`config.mk`:
```
export PLATFORM = sky130hd
export DESIGN_NAME = cp0_exc_ctrl_flat
export DESIGN_NICKNAME = d
export VERILOG_FILES = /design/src/rtl/cp0_exc_ctrl_pkg.sv /design/src/rtl/cp0_exc_ctrl_if.sv /design/src/rtl/cp0_exc_ctrl_timer.sv /design/src/rtl/cp0_exc_ctrl.sv /design/src/flat_wrapper.sv
export SDC_FILE = /design/constraint.sdc
export NUM_CORES = 1
export LEC_CHECK = 0
export CORE_UTILIZATION = 44
export CTS_CLUSTER_SIZE = 25
export DETAILED_ROUTE_END_ITERATION = 7
export GPL_ROUTABILITY_DRIVEN = 1
export PLACE_DENSITY = 0.81
export SKIP_LAST_GASP = 1
export SYNTH_ARGS = -nofsm -noshare
export SYNTH_HDL_FRONTEND = slang
export SYNTH_HIERARCHICAL = 1
export SYNTH_SLANG_ARGS = --single-unit
```
`constraint.sdc`:
```
create_clock -name clk -period 2.4 [get_ports clk]
set_input_delay 0.48 -clock clk [delete_from_list [all_inputs] [get_ports clk]]
set_output_delay 0.48 -clock clk [all_outputs]
set_load 0.1 [all_outputs]
```
`src/rtl/cp0_exc_ctrl_pkg.sv`:
```
// Shared definitions for the CP0 exception/interrupt controller: register
// numbers, exception codes, the handler entry address and the SR write mask.
package cp0_exc_ctrl_pkg;

  // Handler address taken on every redirect; used by the NPC mux and the bench.
  localparam logic [31:0] EXC_ENTRY = 32'h0000_4180;

  // CP0 register numbers as seen by mtc0/mfc0.
  localparam logic [4:0] CP0_COUNT   = 5'd9;
  localparam logic [4:0] CP0_COMPARE = 5'd11;
  localparam logic [4:0] CP0_SR      = 5'd12;
  localparam logic [4:0] CP0_CAUSE   = 5'd13;
  localparam logic [4:0] CP0_EPC     = 5'd14;

  // Implemented SR bits: IM[15:10], EXL[1], IE[0].
  localparam logic [31:0] SR_WMASK = 32'h0000_FC03;

  // Cause.ExcCode values.
  typedef enum logic [4:0] {
    EXC_INT     = 5'd0,
    EXC_ADEL    = 5'd4,
    EXC_ADES    = 5'd5,
    EXC_SYSCALL = 5'd8,
    EXC_RI      = 5'd10,
    EXC_OV      = 5'd12
  } exc_code_e;

endpackage

```
`src/rtl/cp0_exc_ctrl_if.sv`:
```
// M-stage <-> CP0 signal bundle. The pipeline is the master (drives mtc0,
// the M-stage instruction info and the interrupt lines); CP0 is the slave.
interface cp0_exc_ctrl_if;
  logic        we;
  logic [4:0]  addr;
  logic [31:0] wdata;
  logic [31:0] rdata;
  logic [31:0] m_pc;
  logic        m_bd;
  logic [4:0]  m_exc_code;
  logic        m_eret;
  logic [5:0]  hw_int;
  logic        req;
  logic [31:0] epc_out;

  modport master (
    output we, addr, wdata, m_pc, m_bd, m_exc_code, m_eret, hw_int,
    input  rdata, req, epc_out
  );

  modport slave (
    input  we, addr, wdata, m_pc, m_bd, m_exc_code, m_eret, hw_int,
    output rdata, req, epc_out
  );
endinterface

```
`src/rtl/cp0_exc_ctrl_timer.sv`:
```
// Count/Compare timer for CP0 (only instantiated when CP0_TIMER_EN is defined).
// Count free-runs and wraps; a match with a non-zero Compare latches a sticky
// pending bit that only a Compare write clears. The match itself is also
// reported combinationally so the interrupt can be taken while Count==Compare.
module cp0_timer
  import cp0_exc_ctrl_pkg::*;
(
  input  logic        clk,
  input  logic        reset,
  input  logic        wr_en,
  input  logic [4:0]  addr,
  input  logic [31:0] wdata,
  output logic [31:0] count,
  output logic [31:0] compare,
  output logic        timer_irq
);

  logic [31:0] count_q, count_d;
  logic [31:0] compare_q, compare_d;
  logic        pend_q, pend_d;
  logic        match;

  assign match     = (count_q == compare_q) && (compare_q != 32'd0);
  assign timer_irq = pend_q | match;
  assign count     = count_q;
  assign compare   = compare_q;

  // Next-state: increment Count unless overwritten, track the sticky match.
  always_comb begin
    count_d   = count_q + 32'd1;
    compare_d = compare_q;
    pend_d    = pend_q | match;
    if (wr_en && addr == CP0_COUNT) begin
      count_d = wdata;
    end
    if (wr_en && addr == CP0_COMPARE) begin
      compare_d = wdata;
      pend_d    = 1'b0;
    end
  end

  // Timer state registers with synchronous reset.
  always_ff @(posedge clk) begin
    if (reset) begin
      count_q   <= 32'd0;
      compare_q <= 32'd0;
      pend_q    <= 1'b0;
    end else begin
      count_q   <= count_d;
      compare_q <= compare_d;
      pend_q    <= pend_d;
    end
  end

endmodule

```
`src/rtl/cp0_exc_ctrl.sv`:
```
// CP0 exception/interrupt controller: holds SR, Cause and EPC, arbitrates
// M-stage exceptions against hardware interrupts and raises the redirect
// request. Optional feature macro: CP0_TIMER_EN adds Count/Compare and ORs
// the timer interrupt into IP[7].
module cp0_exc_ctrl
  import cp0_exc_ctrl_pkg::*;
(
  input  logic           clk,
  input  logic           reset,
  cp0_exc_ctrl_if.slave  bus
);

  logic [5:0]  im_q, im_d;
  logic        exl_q, exl_d;
  logic        ie_q, ie_d;
  logic        bd_q, bd_d;
  logic [5:0]  ip_q, ip_d;
  logic [4:0]  exc_code_q, exc_code_d;
  logic [31:0] epc_q, epc_d;

  logic [5:0]  ip_next;
  logic        int_req;
  logic        exc_req;
  logic        take;
  logic        wr_en;
  logic        timer_irq;
  logic [31:0] rdata_c;

`ifdef CP0_TIMER_EN
  logic [31:0] count;
  logic [31:0] compare;

  cp0_timer u_timer (
    .clk       (clk),
    .reset     (reset),
    .wr_en     (wr_en),
    .addr      (bus.addr),
    .wdata     (bus.wdata),
    .count     (count),
    .compare   (compare),
    .timer_irq (timer_irq)
  );
`else
  assign timer_irq = 1'b0;
`endif

  // The faulting instruction must not commit, so a redirect suppresses mtc0.
  assign ip_next = {bus.hw_int[5] | timer_irq, bus.hw_int[4:0]};
  assign int_req = (|(ip_next & im_q)) & ie_q & ~exl_q;
  assign exc_req = (bus.m_exc_code != 5'd0) & ~exl_q;
  assign take    = int_req | exc_req;
  assign wr_en   = bus.we & ~take;

  assign bus.req     = take & ~reset;
  assign bus.epc_out = (bus.we && bus.addr == CP0_EPC) ? bus.wdata : epc_q;
  assign bus.rdata   = rdata_c;

  // mfc0 read mux; unimplemented registers read as zero.
  always_comb begin
    rdata_c = 32'd0;
    case (bus.addr)
      CP0_SR:    rdata_c = {16'd0, im_q, 8'd0, exl_q, ie_q};
      CP0_CAUSE: rdata_c = {bd_q, 15'd0, ip_q, 3'd0, exc_code_q, 2'd0};
      CP0_EPC:   rdata_c = epc_q;
`ifdef CP0_TIMER_EN
      CP0_COUNT:   rdata_c = count;
      CP0_COMPARE: rdata_c = compare;
`endif
      default:   rdata_c = 32'd0;
    endcase
  end

  // Next-state: IP sampling, mtc0, eret, then exception entry (highest priority).
  always_comb begin
    im_d       = im_q;
    exl_d      = exl_q;
    ie_d       = ie_q;
    bd_d       = bd_q;
    ip_d       = ip_next;
    exc_code_d = exc_code_q;
    epc_d      = epc_q;
    if (wr_en && bus.addr == CP0_SR) begin
      im_d  = bus.wdata[15:10];
      exl_d = bus.wdata[1];
      ie_d  = bus.wdata[0];
    end
    if (wr_en && bus.addr == CP0_EPC) begin
      epc_d = bus.wdata;
    end
    if (bus.m_eret && !take) begin
      exl_d = 1'b0;
    end
    if (take) begin
      exl_d      = 1'b1;
      bd_d       = bus.m_bd;
      exc_code_d = int_req ? EXC_INT : bus.m_exc_code;
      epc_d      = bus.m_bd ? (bus.m_pc - 32'd4) : bus.m_pc;
    end
  end

  // CP0 state registers with synchronous reset.
  always_ff @(posedge clk) begin
    if (reset) begin
      im_q       <= 6'd0;
      exl_q      <= 1'b0;
      ie_q       <= 1'b0;
      bd_q       <= 1'b0;
      ip_q       <= 6'd0;
      exc_code_q <= 5'd0;
      epc_q      <= 32'd0;
    end else begin
      im_q       <= im_d;
      exl_q      <= exl_d;
      ie_q       <= ie_d;
      bd_q       <= bd_d;
      ip_q       <= ip_d;
      exc_code_q <= exc_code_d;
      epc_q      <= epc_d;
    end
  end

endmodule

```
`src/flat_wrapper.sv`:
```
// flat-port wrapper written by rule: the top's interface ports become plain ports
module cp0_exc_ctrl_flat import cp0_exc_ctrl_pkg::*;
  (clk, reset, bus_we, bus_addr, bus_wdata, bus_m_pc, bus_m_bd, bus_m_exc_code, bus_m_eret, bus_hw_int, bus_rdata, bus_req, bus_epc_out);
  cp0_exc_ctrl_if bus_i ();
  input  logic clk;
  input  logic reset;
  input wire logic [$bits(bus_i.we)-1:0] bus_we;
  input wire logic [$bits(bus_i.addr)-1:0] bus_addr;
  input wire logic [$bits(bus_i.wdata)-1:0] bus_wdata;
  input wire logic [$bits(bus_i.m_pc)-1:0] bus_m_pc;
  input wire logic [$bits(bus_i.m_bd)-1:0] bus_m_bd;
  input wire logic [$bits(bus_i.m_exc_code)-1:0] bus_m_exc_code;
  input wire logic [$bits(bus_i.m_eret)-1:0] bus_m_eret;
  input wire logic [$bits(bus_i.hw_int)-1:0] bus_hw_int;
  output wire logic [$bits(bus_i.rdata)-1:0] bus_rdata;
  output wire logic [$bits(bus_i.req)-1:0] bus_req;
  output wire logic [$bits(bus_i.epc_out)-1:0] bus_epc_out;
  assign bus_i.we = bus_we;
  assign bus_i.addr = bus_addr;
  assign bus_i.wdata = bus_wdata;
  assign bus_i.m_pc = bus_m_pc;
  assign bus_i.m_bd = bus_m_bd;
  assign bus_i.m_exc_code = bus_m_exc_code;
  assign bus_i.m_eret = bus_m_eret;
  assign bus_i.hw_int = bus_hw_int;
  assign bus_rdata = bus_i.rdata;
  assign bus_req = bus_i.req;
  assign bus_epc_out = bus_i.epc_out;
  cp0_exc_ctrl u_core (.clk(clk), .reset(reset), .bus(bus_i));
endmodule
```
==> results.cfg <==
[worst_setup_path]
r2r_start = u_core/im_q[1]
cp.depth = 7
critPathMaxFanout = 10
r2r_end = u_core/epc_q[5]
path_common_cell = nand2_2
cp-end-kind = primary output
arrival_ns = 2.09
crit_buf_inv = 3
path_cells = clkdlybuf4s15_1 -> and3b_1 -> buf_4 -> nand3_4 -> nand2_2 -> nand2_2 -> buf_12
path_class = in2out
cpMaxStageDelayCell = and3b_1
r2r_cells = 7
cp_top_family = simple AND/OR/NAND/NOR gates
reg2reg_slack_ns = 0.21
slowest_delay_ns = 0.45
start_kind = input port
crit_required_ns = 1.92

[placed_design]
hpwl_um = 13400
gp_congestion = 0.912
placed_cell_area_um2 = 6940
port_buffers = 149

[grt]
grt_start_max_net_pins = 30
grt_use_total_pct = 43.8
overflow = 0
grt_pass1_wl_um = 29100
antenna_found_initial = 1
grt_pass1_vias = 5439

[hold_path]
holdPathEnd = u_core/ip_q[3]
hold_start = bus_hw_int[3]
hold_depth = 2
hold_class = in2reg

[sta]
max_freq_mhz = 389
holdWs_ns = 0.469
min_period_ns = 2.57
fin_ws_ns = -0.174
setup_viol = 43
finClkSkew_ns = 0.0102
rsz0062_at_grt = true
worst_slew_pin_slew_ns = 0.808
final.period_utilization_pct = 107
hold_viol = 0
maxSlewHeadroom_pct = 46.0
slew_viol_final = 0

[clocking]
clkTransAtPathRegs_ns = 0.10
cts_tree = yes
cts-root-buf = clkbuf_8
clk_path_buf_depth = 2
numCtsBuffers = 5
insertion_delay_ns = 0.32
htreeDepth = 2
clock-sinks = 52

[outcome]
failed_checks = setup timing
status = finished with violations

[synthesis]
ys_top_cells_by_area = dfxtp_1 29%, nand2_1 6.5%, o31ai_1 6.0%
ys_seq_area_share_pct = 28.6
synth_edf_count = 0
syn_area_um2 = 3640
ys.flop_type = dfxtp_1
async_flop_share_pct = 0
synth_top_area_share_pct = 28.6
syn-instance-count = 464
ys_types = 52
synth_common_cells = 63 x nand2_1, 52 x dfxtp_1, 41 x clkbuf_1, 29 x o31ai_1, 28 x nand4_1
yosysMostFrequentCell = nand2_1
syn_avg_cell_area_um2 = 7.85
ys_ff_latch = 52
synth_nets = 550
yosysTopAreaCell = dfxtp_1
yosys_warnings = 6

[drt]
wl_per_cell_um = 28.3
wirelength_um = 22600
via_per_inst = 7.35
dr.pass1.iters = 7
vias = 5871
drc = 0
postRouteAntennaNets = 0
drt_iter0_markers = 880

[finish]
layout-drive-gt1-share_pct = 44.0
stdcell_area_um2 = 7320
diodes = 0
final_nets = 782
fillers = 232
fin_util_pct = 92.8
syn_to_final_growth_pct = 101

[pwr]
vdd_drop_max_mv = 0.260
totalPowerFinal_mw = 3.07
power_density_nw_per_um2 = 419
leakage_nw = 3.00

[flow_run]
cap_violations = 0

[floorplan]
initial_core_util_pct = 46.2
pin_count = 150
coreArea_um2 = 7890
rows = 32
die-area_um2 = 8650
die_w_um = 93
die-height_um = 93
[stage by stage]
step / instances / setup TNS, ns / worst slack [ns]
final: 799 / -2.89 / -0.174
after global routing: 799 / -8.62 / -0.267
after CTS: 795 / 0 / 0.00186
after detailed placement: 784 / -15.30 / -0.267
after global placement: 784 / -10.26 / -0.204
after floorplan: 464 / -0.257 / -0.0429
[worst max-delay path by stage]
stage                           start         endpoint  slack, ns
finish                    bus_addr[2]   bus_epc_out[5]      -0.17
CTS                 bus_m_exc_code[0]          bus_req      0.002
floorplan                 bus_addr[4]    bus_rdata[10]      -0.04
detailed placement        bus_addr[4]    bus_rdata[13]      -0.27
global route              bus_addr[2]  bus_epc_out[13]      -0.27
global placement          bus_addr[4]   bus_epc_out[9]      -0.20
[where the power goes]
part | switching, mW | total, mW | leakage, nW | internal [mW]
Combinational | 0.927 | 1.52 | 2.52 | 0.596
Clock | 0.315 | 0.551 | 0.0455 | 0.237
Sequential | 0.0661 | 0.995 | 0.431 | 0.929
Total | 1.31 | 3.07 | 3.00 | 1.76
[registers in the layout, summed over array words and instances (netlist names)]
register and flops:
u_core/epc_q 32, u_core/im_q 6, u_core/ip_q 6, u_core/exc_code_q 5, u_core/bd_q 1, u_core/exl_q 1, u_core/ie_q 1
[per-layer routing]
| layer | global-route usage [%] | vias up | share of wire (%) |
|---|---|---|---|
| met5 | 0 | - | 0.053 |
| met4 | 23.1 | 2 | 9.5 |
| met3 | 8.62 | 239 | 13 |
| met2 | 75.0 | 672 | 44 |
| met1 | 51.5 | 2691 | 33 |
| li1 | - | 2267 | - |
[what timing repair did]
action	CTS	global route
hold buffers	0	0
buffers inserted	2	4
gates resized for setup	40	36
pin swaps	9	7
endpoints found under the setup margin	65	37
gates cloned	1	0
[layout by cell type, fill, tap and decap left out, types with 6 or more instances in the layout]
| master | netlist | routed |
|---|---|---|
| a211oi_1 | 13 | 13 |
| a21oi_1 | 14 | 14 |
| a22o_4 | 0 | 6 |
| a311oi_1 | 6 | 6 |
| a31oi_1 | 11 | 11 |
| a41o_1 | 11 | 11 |
| and3_2 | 0 | 8 |
| and3_4 | 0 | 10 |
| and4_1 | 7 | 7 |
| buf_12 | 0 | 72 |
| buf_4 | 1 | 111 |
| clkbuf_8 | 0 | 6 |
| clkdlybuf4s50_1 | 0 | 69 |
| dfxtp_1 | 52 | 52 |
| dlygate4sd2_1 | 0 | 8 |
| mux2i_1 | 17 | 13 |
| nand2_1 | 63 | 28 |
| nand2_2 | 0 | 34 |
| nand3_1 | 12 | 11 |
| nand4_1 | 28 | 28 |
| nor2_1 | 9 | 6 |
| nor2b_1 | 8 | 7 |
| nor4_1 | 9 | 8 |
| o21ai_4 | 0 | 6 |
| o31ai_1 | 29 | 19 |
| o31ai_2 | 0 | 10 |
| or3_1 | 8 | 8 |
| or4_1 | 13 | 12 |
| xor2_1 | 6 | 6 |
[area by class of cell]
type	instances	area (um2)	area share (%)
inverters	10	41.3	0.564
multi-input cells	355	2860	39.1
clock buffers	8	90.1	1.23
well taps	102	128	1.74
repair buffers	272	3160	43.2
flip-flops and latches	52	1040	14.2
[cell families after synthesis]
group / count (synthesis) / synth area share [%]
buffers and inverters: 57 / 6.32
XOR/XNOR: 11 / 2.64
AND/OR/NAND/NOR: 197 / 30.9
flip-flops: 52 / 28.6
multiplexers: 19 / 5.29
AO/OA/AOI/OAI: 127 / 25.9
adder cells (fa/ha/maj): 1 / 0.343
Note: power is estimated with default switching activity, not from simulation.
